`config.mk`:
```
export PLATFORM = sky130hd
export DESIGN_NAME = mdio_req_arbiter
export DESIGN_NICKNAME = d
export VERILOG_FILES = /design/src/rtl/mdio_pkg.sv /design/src/rtl/mdio_rr_arbiter.sv /design/src/rtl/mdio_req_arbiter.sv
export SDC_FILE = /design/constraint.sdc
export NUM_CORES = 1
export LEC_CHECK = 0
export BUFFER_PORTS_ARGS = -buffer_cell sky130_fd_sc_hd__buf_2
export CORE_MARGIN = 2
export CORE_UTILIZATION = 48
export DETAILED_ROUTE_END_ITERATION = 8
export PLACE_DENSITY_LB_ADDON = 0.12
export SLEW_MARGIN = 20
export SYNTH_ARGS = -nofsm -noshare
export SYNTH_HDL_FRONTEND = slang
export SYNTH_SLANG_ARGS = --single-unit
```
`constraint.sdc`:
```
create_clock -name clk -period 3.1 [get_ports clk]
set_input_delay 0.465 -clock clk [delete_from_list [all_inputs] [get_ports clk]]
set_output_delay 0.465 -clock clk [all_outputs]
set_load 0.05 [all_outputs]
```
`src/rtl/mdio_pkg.sv`:
```
// mdio_pkg: Clause-22 frame constants, arbiter FSM states and the frame builder
// shared by the MDIO request arbiter.
package mdio_pkg;

    localparam logic [1:0] ST_C22  = 2'b01;
    localparam logic [1:0] OP_WR   = 2'b01;
    localparam logic [1:0] OP_RD   = 2'b10;
    localparam logic [1:0] TA      = 2'b10;
    localparam int         FRAME_W = 32;

    typedef enum logic [2:0] {IDLE, GRANT, LOAD, START, BUSY, DONE} state_t;

    function automatic logic [FRAME_W-1:0] mdio_frame(input logic wr, input logic [4:0] phy,
                                                      input logic [4:0] rad, input logic [15:0] data);
        return {ST_C22, wr ? OP_WR : OP_RD, phy, rad, TA, wr ? data : 16'h0};
    endfunction

endpackage

```
`src/rtl/mdio_rr_arbiter.sv`:
```
// mdio_rr_arbiter: one-hot round-robin pick of the first valid requester at or after ptr.
module mdio_rr_arbiter #(
    parameter int NUM_REQ = 2,
    parameter int PW      = NUM_REQ > 1 ? $clog2(NUM_REQ) : 1
) (
    input  logic [NUM_REQ-1:0] valid,
    input  logic [PW-1:0]      ptr,
    output logic [NUM_REQ-1:0] gnt,
    output logic [PW-1:0]      idx
);

    logic [PW-1:0] j;

    // scan from the far end so the candidate nearest the pointer is written last
    always_comb begin
        gnt = '0;
        idx = '0;
        j   = '0;
        for (int k = NUM_REQ - 1; k >= 0; k--) begin
            j = PW'((int'(ptr) + k) % NUM_REQ);
            if (valid[j]) begin
                gnt    = '0;
                gnt[j] = 1'b1;
                idx    = j;
            end
        end
    end

endmodule

```
`src/rtl/mdio_req_arbiter.sv`:
```
// mdio_req_arbiter: round-robin sharing of one Clause-22 MDIO master among NUM_REQ requesters.
// Define MDIO_POLL_EN to add a background link-status poller as a lowest-priority requester.
module mdio_req_arbiter
    import mdio_pkg::*;
#(
    parameter int         NUM_REQ     = 2,
    parameter int         TIMEOUT_CYC = 1024,
    parameter logic [4:0] POLL_PHY    = 5'd1,
    parameter logic [4:0] POLL_REG    = 5'd1,
    parameter int         POLL_PERIOD = 4096
) (
    input  logic                    clk,
    input  logic                    reset,
    input  logic [NUM_REQ-1:0]      req_valid,
    input  logic [NUM_REQ-1:0]      req_write,
    input  logic [5*NUM_REQ-1:0]    req_phy,
    input  logic [5*NUM_REQ-1:0]    req_reg,
    input  logic [16*NUM_REQ-1:0]   req_wdata,
    output logic [NUM_REQ-1:0]      req_gnt,
    output logic [NUM_REQ-1:0]      rsp_valid,
    output logic [15:0]             rsp_rdata,
    output logic                    rsp_err,
    output logic                    busy,
    output logic                    MDIO_START,
    output logic [FRAME_W-1:0]      T_DATA,
    input  logic                    MDC,
    input  logic [15:0]             RD_DATA,
    input  logic                    DATA_RDY,
    output logic                    link_up
);

    localparam int PW = NUM_REQ > 1 ? $clog2(NUM_REQ) : 1;
    // one width serves both the busy timeout and the poll interval
    localparam int CW = $clog2((TIMEOUT_CYC > POLL_PERIOD ? TIMEOUT_CYC : POLL_PERIOD) + 1);

    state_t               state, nxt;
    logic [NUM_REQ-1:0]   pick, own;
    logic [PW-1:0]        pick_idx, ptr;
    logic [4:0]           phy_a   [NUM_REQ];
    logic [4:0]           reg_a   [NUM_REQ];
    logic [15:0]          wdata_a [NUM_REQ];
    logic [CW-1:0]        tmo_cnt;
    logic [4:0]           mdc_cnt;
    logic [15:0]          rdata_q;
    logic [FRAME_W-1:0]   t_data_q;
    logic                 own_poll, wr_q, err_q, mdc_q, mdc_rise, poll_req, rd_done, wr_done, tmo, fin;

    for (genvar i = 0; i < NUM_REQ; i++) begin : g_unpack
        assign phy_a[i]   = req_phy[5*i +: 5];
        assign reg_a[i]   = req_reg[5*i +: 5];
        assign wdata_a[i] = req_wdata[16*i +: 16];
    end

    mdio_rr_arbiter #(.NUM_REQ(NUM_REQ), .PW(PW)) u_rr (
        .valid (req_valid),
        .ptr   (ptr),
        .gnt   (pick),
        .idx   (pick_idx)
    );

    assign mdc_rise = MDC & ~mdc_q;
    assign rd_done  = ~wr_q & DATA_RDY;
    assign wr_done  = wr_q & mdc_rise & (mdc_cnt == 5'd31);
    assign tmo      = tmo_cnt == CW'(TIMEOUT_CYC - 1);
    assign fin      = rd_done | wr_done | tmo;
    assign T_DATA   = t_data_q;

    always_comb begin
        nxt = state;
        case (state)
            IDLE:    nxt = (|req_valid || poll_req) ? GRANT : IDLE;
            GRANT:   nxt = (|pick || poll_req) ? LOAD : IDLE;
            LOAD:    nxt = START;
            START:   nxt = BUSY;
            BUSY:    nxt = fin ? DONE : BUSY;
            default: nxt = IDLE;
        endcase
        req_gnt    = state == GRANT ? pick : '0;
        rsp_valid  = state == DONE ? own : '0;
        rsp_rdata  = (state == DONE && !own_poll) ? rdata_q : 16'h0;
        rsp_err    = state == DONE && !own_poll && err_q;
        busy       = state != IDLE;
        MDIO_START = state == START;
    end

    always_ff @(posedge clk or negedge reset) begin
        if (!reset) begin
            state    <= IDLE;
            ptr      <= '0;
            own      <= '0;
            own_poll <= 1'b0;
            wr_q     <= 1'b0;
            t_data_q <= '0;
            tmo_cnt  <= '0;
            mdc_cnt  <= '0;
            mdc_q    <= 1'b0;
            rdata_q  <= '0;
            err_q    <= 1'b0;
        end else begin
            state   <= nxt;
            mdc_q   <= MDC;
            tmo_cnt <= state == BUSY ? tmo_cnt + 1'b1 : '0;
            mdc_cnt <= state != BUSY ? '0 : mdc_cnt + 5'(mdc_rise);
            // the last BUSY cycle leaves the matching response behind
            if (state == BUSY) begin
                rdata_q <= rd_done ? RD_DATA : wr_done ? 16'h0 : 16'hFFFF;
                err_q   <= ~(rd_done | wr_done);
            end
            if (state == GRANT && (|pick || poll_req)) begin
                own      <= pick;
                own_poll <= ~|pick;
                wr_q     <= |pick & req_write[pick_idx];
                ptr      <= ~|pick ? ptr : pick_idx == PW'(NUM_REQ - 1) ? '0 : pick_idx + 1'b1;
                t_data_q <= |pick ? mdio_frame(req_write[pick_idx], phy_a[pick_idx], reg_a[pick_idx], wdata_a[pick_idx])
                                  : mdio_frame(1'b0, POLL_PHY, POLL_REG, 16'h0);
            end
        end
    end

`ifdef MDIO_POLL_EN
    logic          poll_pend, link_q;
    logic [CW-1:0] poll_cnt;

    always_ff @(posedge clk or negedge reset) begin
        if (!reset) begin
            poll_pend <= 1'b0;
            poll_cnt  <= '0;
            link_q    <= 1'b0;
        end else begin
            poll_cnt  <= poll_cnt == CW'(POLL_PERIOD - 1) ? '0 : poll_cnt + 1'b1;
            poll_pend <= (poll_cnt == CW'(POLL_PERIOD - 1)) | (poll_pend & ~(state == GRANT && ~|pick));
            if (state == DONE && own_poll && !err_q)
                link_q <= rdata_q[2];
        end
    end

    assign poll_req = poll_pend;
    assign link_up  = link_q;
`else
    assign poll_req = 1'b0;
    assign link_up  = 1'b0;
`endif

endmodule

```
# ---- Word-level counts from Yosys, hierarchy flattened
# Cells that the tools add are included.
# Widths: inputs -> output; s select.
dict set report word_totals {
  word_cells 90
  output_inout_bits 56
  register_bits 76
}
dict set report classes {
  add_sub_neg 4
  n_eq_ne 8
  mux 38
  bitwise 11
  n_reduce_logical 12
  n_lt_le_gt_ge 6
}
# operator n
set ops {}
lappend ops {{$mux 16} 7}
lappend ops {{$mux 5} 7}
lappend ops {{$mux 30} 1}
lappend ops {{$pmux 3 s5} 1}
lappend ops {{$add 13x1->13 const B} 1}
lappend ops {{$eq 13x10->1 const B} 1}
lappend ops {{$mux 1} 13}
lappend ops {{$mux 13} 1}
lappend ops {{$mux 2} 6}
lappend ops {{$eq 3x2->1 const B} 2}
lappend ops {{$eq 3x3->1 const B} 2}
lappend ops {{$lt 1x2->1 const B} 3}
lappend ops {{$add 5x1->5} 1}
lappend ops {{$and 1x1->1} 5}
lappend ops {{$eq 5x5->1 const B} 1}
lappend ops {{$logic_and 1x1->1} 5}
lappend ops {{$reduce_or 2->1} 2}
lappend ops {{$eq 3x1->1 const B} 1}
lappend ops {{$logic_not 3->1} 1}
lappend ops {{$ne 3x3->1 const B} 1}
lappend ops {{$not 1->1} 3}
lappend ops {{$reduce_bool 3->1} 1}
lappend ops {{$add 1x1->1 const B} 2}
lappend ops {{$demux 1 s1} 2}
lappend ops {{6 further kinds} 9}

# ---- Longest topological paths before layout
dict set report depth {
  word_depth 11
  depth_mapped 6
  ltp_nobuf 6
}

# ---- Cells and area by module
# From an unflattened synthesis, not the netlist that was laid out.
dict set report unflattened {
  hier_cells 322
  hier_area_um2 3495.9
}
# mod n_inst area_per_inst_um2 seq_area_each_um2 cells_per_inst
set by_module_without_submodules {}
lappend by_module_without_submodules {mdio_req_arbiter 1 3469.6 1801.7 318}
lappend by_module_without_submodules {mdio_rr_arbiter 1 26.3 0.0 4}

# ---- Least setup slack after synthesis
# Ideal clock, no wire load.
dict set report synth_path {
  path_kind {flip-flop to output port}
  startpoint {reg state[2]}
  endpoint {out rsp_rdata[10]}
  n_path_buf 1
  slack_ns 0.938
  arrival_time_ns 1.697
  required_time_ns 2.635
  stages_incl_launch_ff 6
  path_cell_list {dfrtp_1 > nor2b_1 > nand2_1 > nor2_1 > clkbuf_1 > and2_1}
}
dict set report synth_via {
  elab_chain_cells 3
}
# item line
set synth_lines {}
lappend synth_lines {{start, declared} mdio_req_arbiter.sv:36} ;# state_t state, nxt;
lappend synth_lines {{start signal, assigned} mdio_req_arbiter.sv:100} ;# state <= nxt;
lappend synth_lines {{$eq 3x3->1} mdio_req_arbiter.sv:80} ;# rsp_rdata = (state == DONE && !own_poll) ? rdata_q : 16'h0;
lappend synth_lines {{$logic_and 1x1->1} mdio_req_arbiter.sv:80}
lappend synth_lines {{$mux 16} mdio_req_arbiter.sv:80}
lappend synth_lines {{end, declared} mdio_req_arbiter.sv:21} ;# output logic [15:0] rsp_rdata,
# Every way passes these cells.

# ---- Worst setup path after layout
dict set report layout_path {
  startpoint {reg state[2]}
  endpoint {out rsp_rdata[9]}
}
# Same word-level chain as after synthesis.

==> metrics.cfg <==
[detailed_routing]
ant_nets=0
num_vias=2866
drt-total-wl_um=7526
routedWlPerCell_um=13.63
post-route-drc-count=0
dr.pass1.iters=4
viasPerCell=5.192
drtIter0Drc=83

[synth]
synth.distinct_cells=36
yosysSeqAreaShare=0.5420
syn_inst=343
synth_area_um2=3324
syn_area_per_cell_um2=9.692
synth_seq_cells=72
yosysWarningCount=0

[worst_setup_path]
r2r_start=state[2]$_DFF_PN0_
r2r_cells=5
ff2ff_setup_slack_ps=1130
cp_data_required_time_ps=2630
path_class=reg2out
timing.rr.end=rdata_q[0]$_DFFE_PN0P_
cp-start-kind=flip-flop
crit_arrival_ps=2080
critPathCaptureType=output pin
crit_fanout=17

[global_route]
grt_antenna_before_repair=0
grt_pass1_wl_um=12300
grt_overflow=0
grt_pass1_vias=2639
grt_use_total=0.2092
grt_max_degree=42

[sta]
slew-limit-headroom=0.4468
fmax_mhz=392.7
timing.final.crit_period_ps=2546
setup_tns_ps=0
setup_viol=0
hold_violations=0
slew_violations=0
tightest_slew_ps=829.8
skew_ps=9.162
grt_setup_unrepaired=false
fin_crit_sh=0.8214

[clocking]
cts_resized=0
ctsHoldBuffers=0
htreeDepth=3
cts_made_buffers=9
cts_tree=built
clockBufferDepth=2
clkLatencyLatePin_ps=350
clock-sinks=72
postCtsSetupBuffers=0
path_clk_slew_ps=70
cts_root_buf=clkbuf_8

[floorplan]
die_area_um2=7607
fp.dieH_um=87.22
ios=132
start_util=0.4920
core_um2=6756
die_w_um=87.22
rows=30

[final_layout]
final_cell_mix=128 x buf_2, 72 x dfrtp_1, 55 x nand2_1
multiInputGateArea_um2=1408
nNetsFinal=546
syn_to_final_growth_pct=27.10
drive_gt1_frac=0.3284
layout_commonest_cell=buf_2
diodes=0
seqCellArea_um2=1802
final_util=0.6254
fillerInstances=585

[place]
place.detailed.hpwl_um=5374
numPortBuffers=128
finalWeightedCongestion=0.7453

[power]
power.total_mw=3.849
peakVddDrop_v=0.0004723
power-per-cell-area_nw_per_um2=910.9
leakagePower_nw=2.249

[outcome]
run_status=finished clean

[run]
drv_cap=0

[min_path]
hold_class=in2async

## synth_stat cells
master	count	share of area
dfrtp_1	72	0.54
nand2_1	55	0.062
nand3_1	39	0.059
o21ai_0	31	0.047
and2_1	21	0.040
nor2_1	17	0.019
mux2i_1	14	0.042
clkbuf_1	13	0.015
a22oi_1	12	0.027
xor2_1	7	0.018
buf_4	5	0.011
inv_1	5	0.0056
xnor2_1	5	0.013
and3_1	4	0.0075
buf_2	4	0.0060
nand2b_1	4	0.0075
a21oi_1	3	0.0045
ha_1	3	0.011
nand4_1	3	0.0056
nor2b_1	3	0.0056
nor3_1	3	0.0045
or3_1	3	0.0056
a21boi_0	2	0.0045
a21o_1	2	0.0045
nor4_1	2	0.0038
a21bo_2	1	0.0030
a31oi_1	1	0.0019
and4_1	1	0.0026
buf_1	1	0.0011
conb_1	1	0.0011
nor3b_2	1	0.0038
o211ai_2	1	0.0038
o21ai_1	1	0.0015
o221a_2	1	0.0034
o221ai_1	1	0.0026
or3b_4	1	0.0034
## cells by family after synthesis
family | Yosys count | synth area share
other cells | 1 | 0.001128
flops | 72 | 0.5420
simple gates | 157 | 0.2296
mux | 14 | 0.04215
compound gates | 56 | 0.1035
buf+inv | 28 | 0.03877
fa+ha+maj | 3 | 0.01129
xor+xnor | 12 | 0.03161
## how the worst max path moves through the flow
stage / to / depth (start not counted) / from
floorplan: rsp_rdata[10] / 5 / state[2]$_DFF_PN0_
global placement: req_gnt[1] / 6 / req_valid[0]
detailed placement: rsp_rdata[9] / 6 / state[2]$_DFF_PN0_
CTS: rsp_rdata[9] / 6 / state[2]$_DFF_PN0_
global route: rsp_rdata[9] / 6 / state[2]$_DFF_PN0_
finish: rsp_rdata[9] / 6 / state[2]$_DFF_PN0_
## per-stage QoR
stage,hold slack (ps),instances,instance area [um^2],setup WS [ps]
finish,221.8,552,4225,553.7
global route,233.1,552,4225,399.4
CTS,226.3,552,4223,557.3
detailed placement,463.3,536,4024,950.5
global placement,459.2,536,4024,1025
floorplan,169.4,345,3332,937.6
## area by class of cell
type | count | share of cell area
clock inverter | 3 | 0.009476
inverter | 5 | 0.004442
clock buffer | 13 | 0.03761
timing repair buffer | 134 | 0.1652
tap | 80 | 0.02369
multi-input combinational | 245 | 0.3331
sequential | 72 | 0.4264
## state kept, by name, summed over array words and instances, names as in the netlist
| register | count |
|---|---|
| own | 2 |
| own_poll | 1 |
| tmo_cnt | 13 |
| ptr | 1 |
| T_DATA | 29 |
| mdc_cnt | 5 |
| err_q | 1 |
| mdc_q | 1 |
| rdata_q | 16 |
| state | 3 |
## worst max-delay path, cell delays in order (launching register included)
cell and delay [ps]:
dfrtp_1 440, nor2b_1 410, nand2_1 150, nor2_1 110, buf_4 200, and2_1 160
buf_2 260
## power breakdown
group	switching (mW)	leakage, nW	total, mW	internal (mW)
combinational	1.25	1.23	1.68	0.431
clock	0.324	0.103	0.738	0.414
sequential	0.172	0.920	1.43	1.26
## routing by layer
metal | up-vias | GRT usage | part of all wire
met4 | 0 | 0.09650 | 0.017
met3 | 13 | 0.03981 | 0.063
met1 | 1343 | 0.2831 | 0.45
li1 | 1410 | - | -
met2 | 100 | 0.3269 | 0.47
met5 | - | 0 | 0
(Power assumes the default switching activity.)
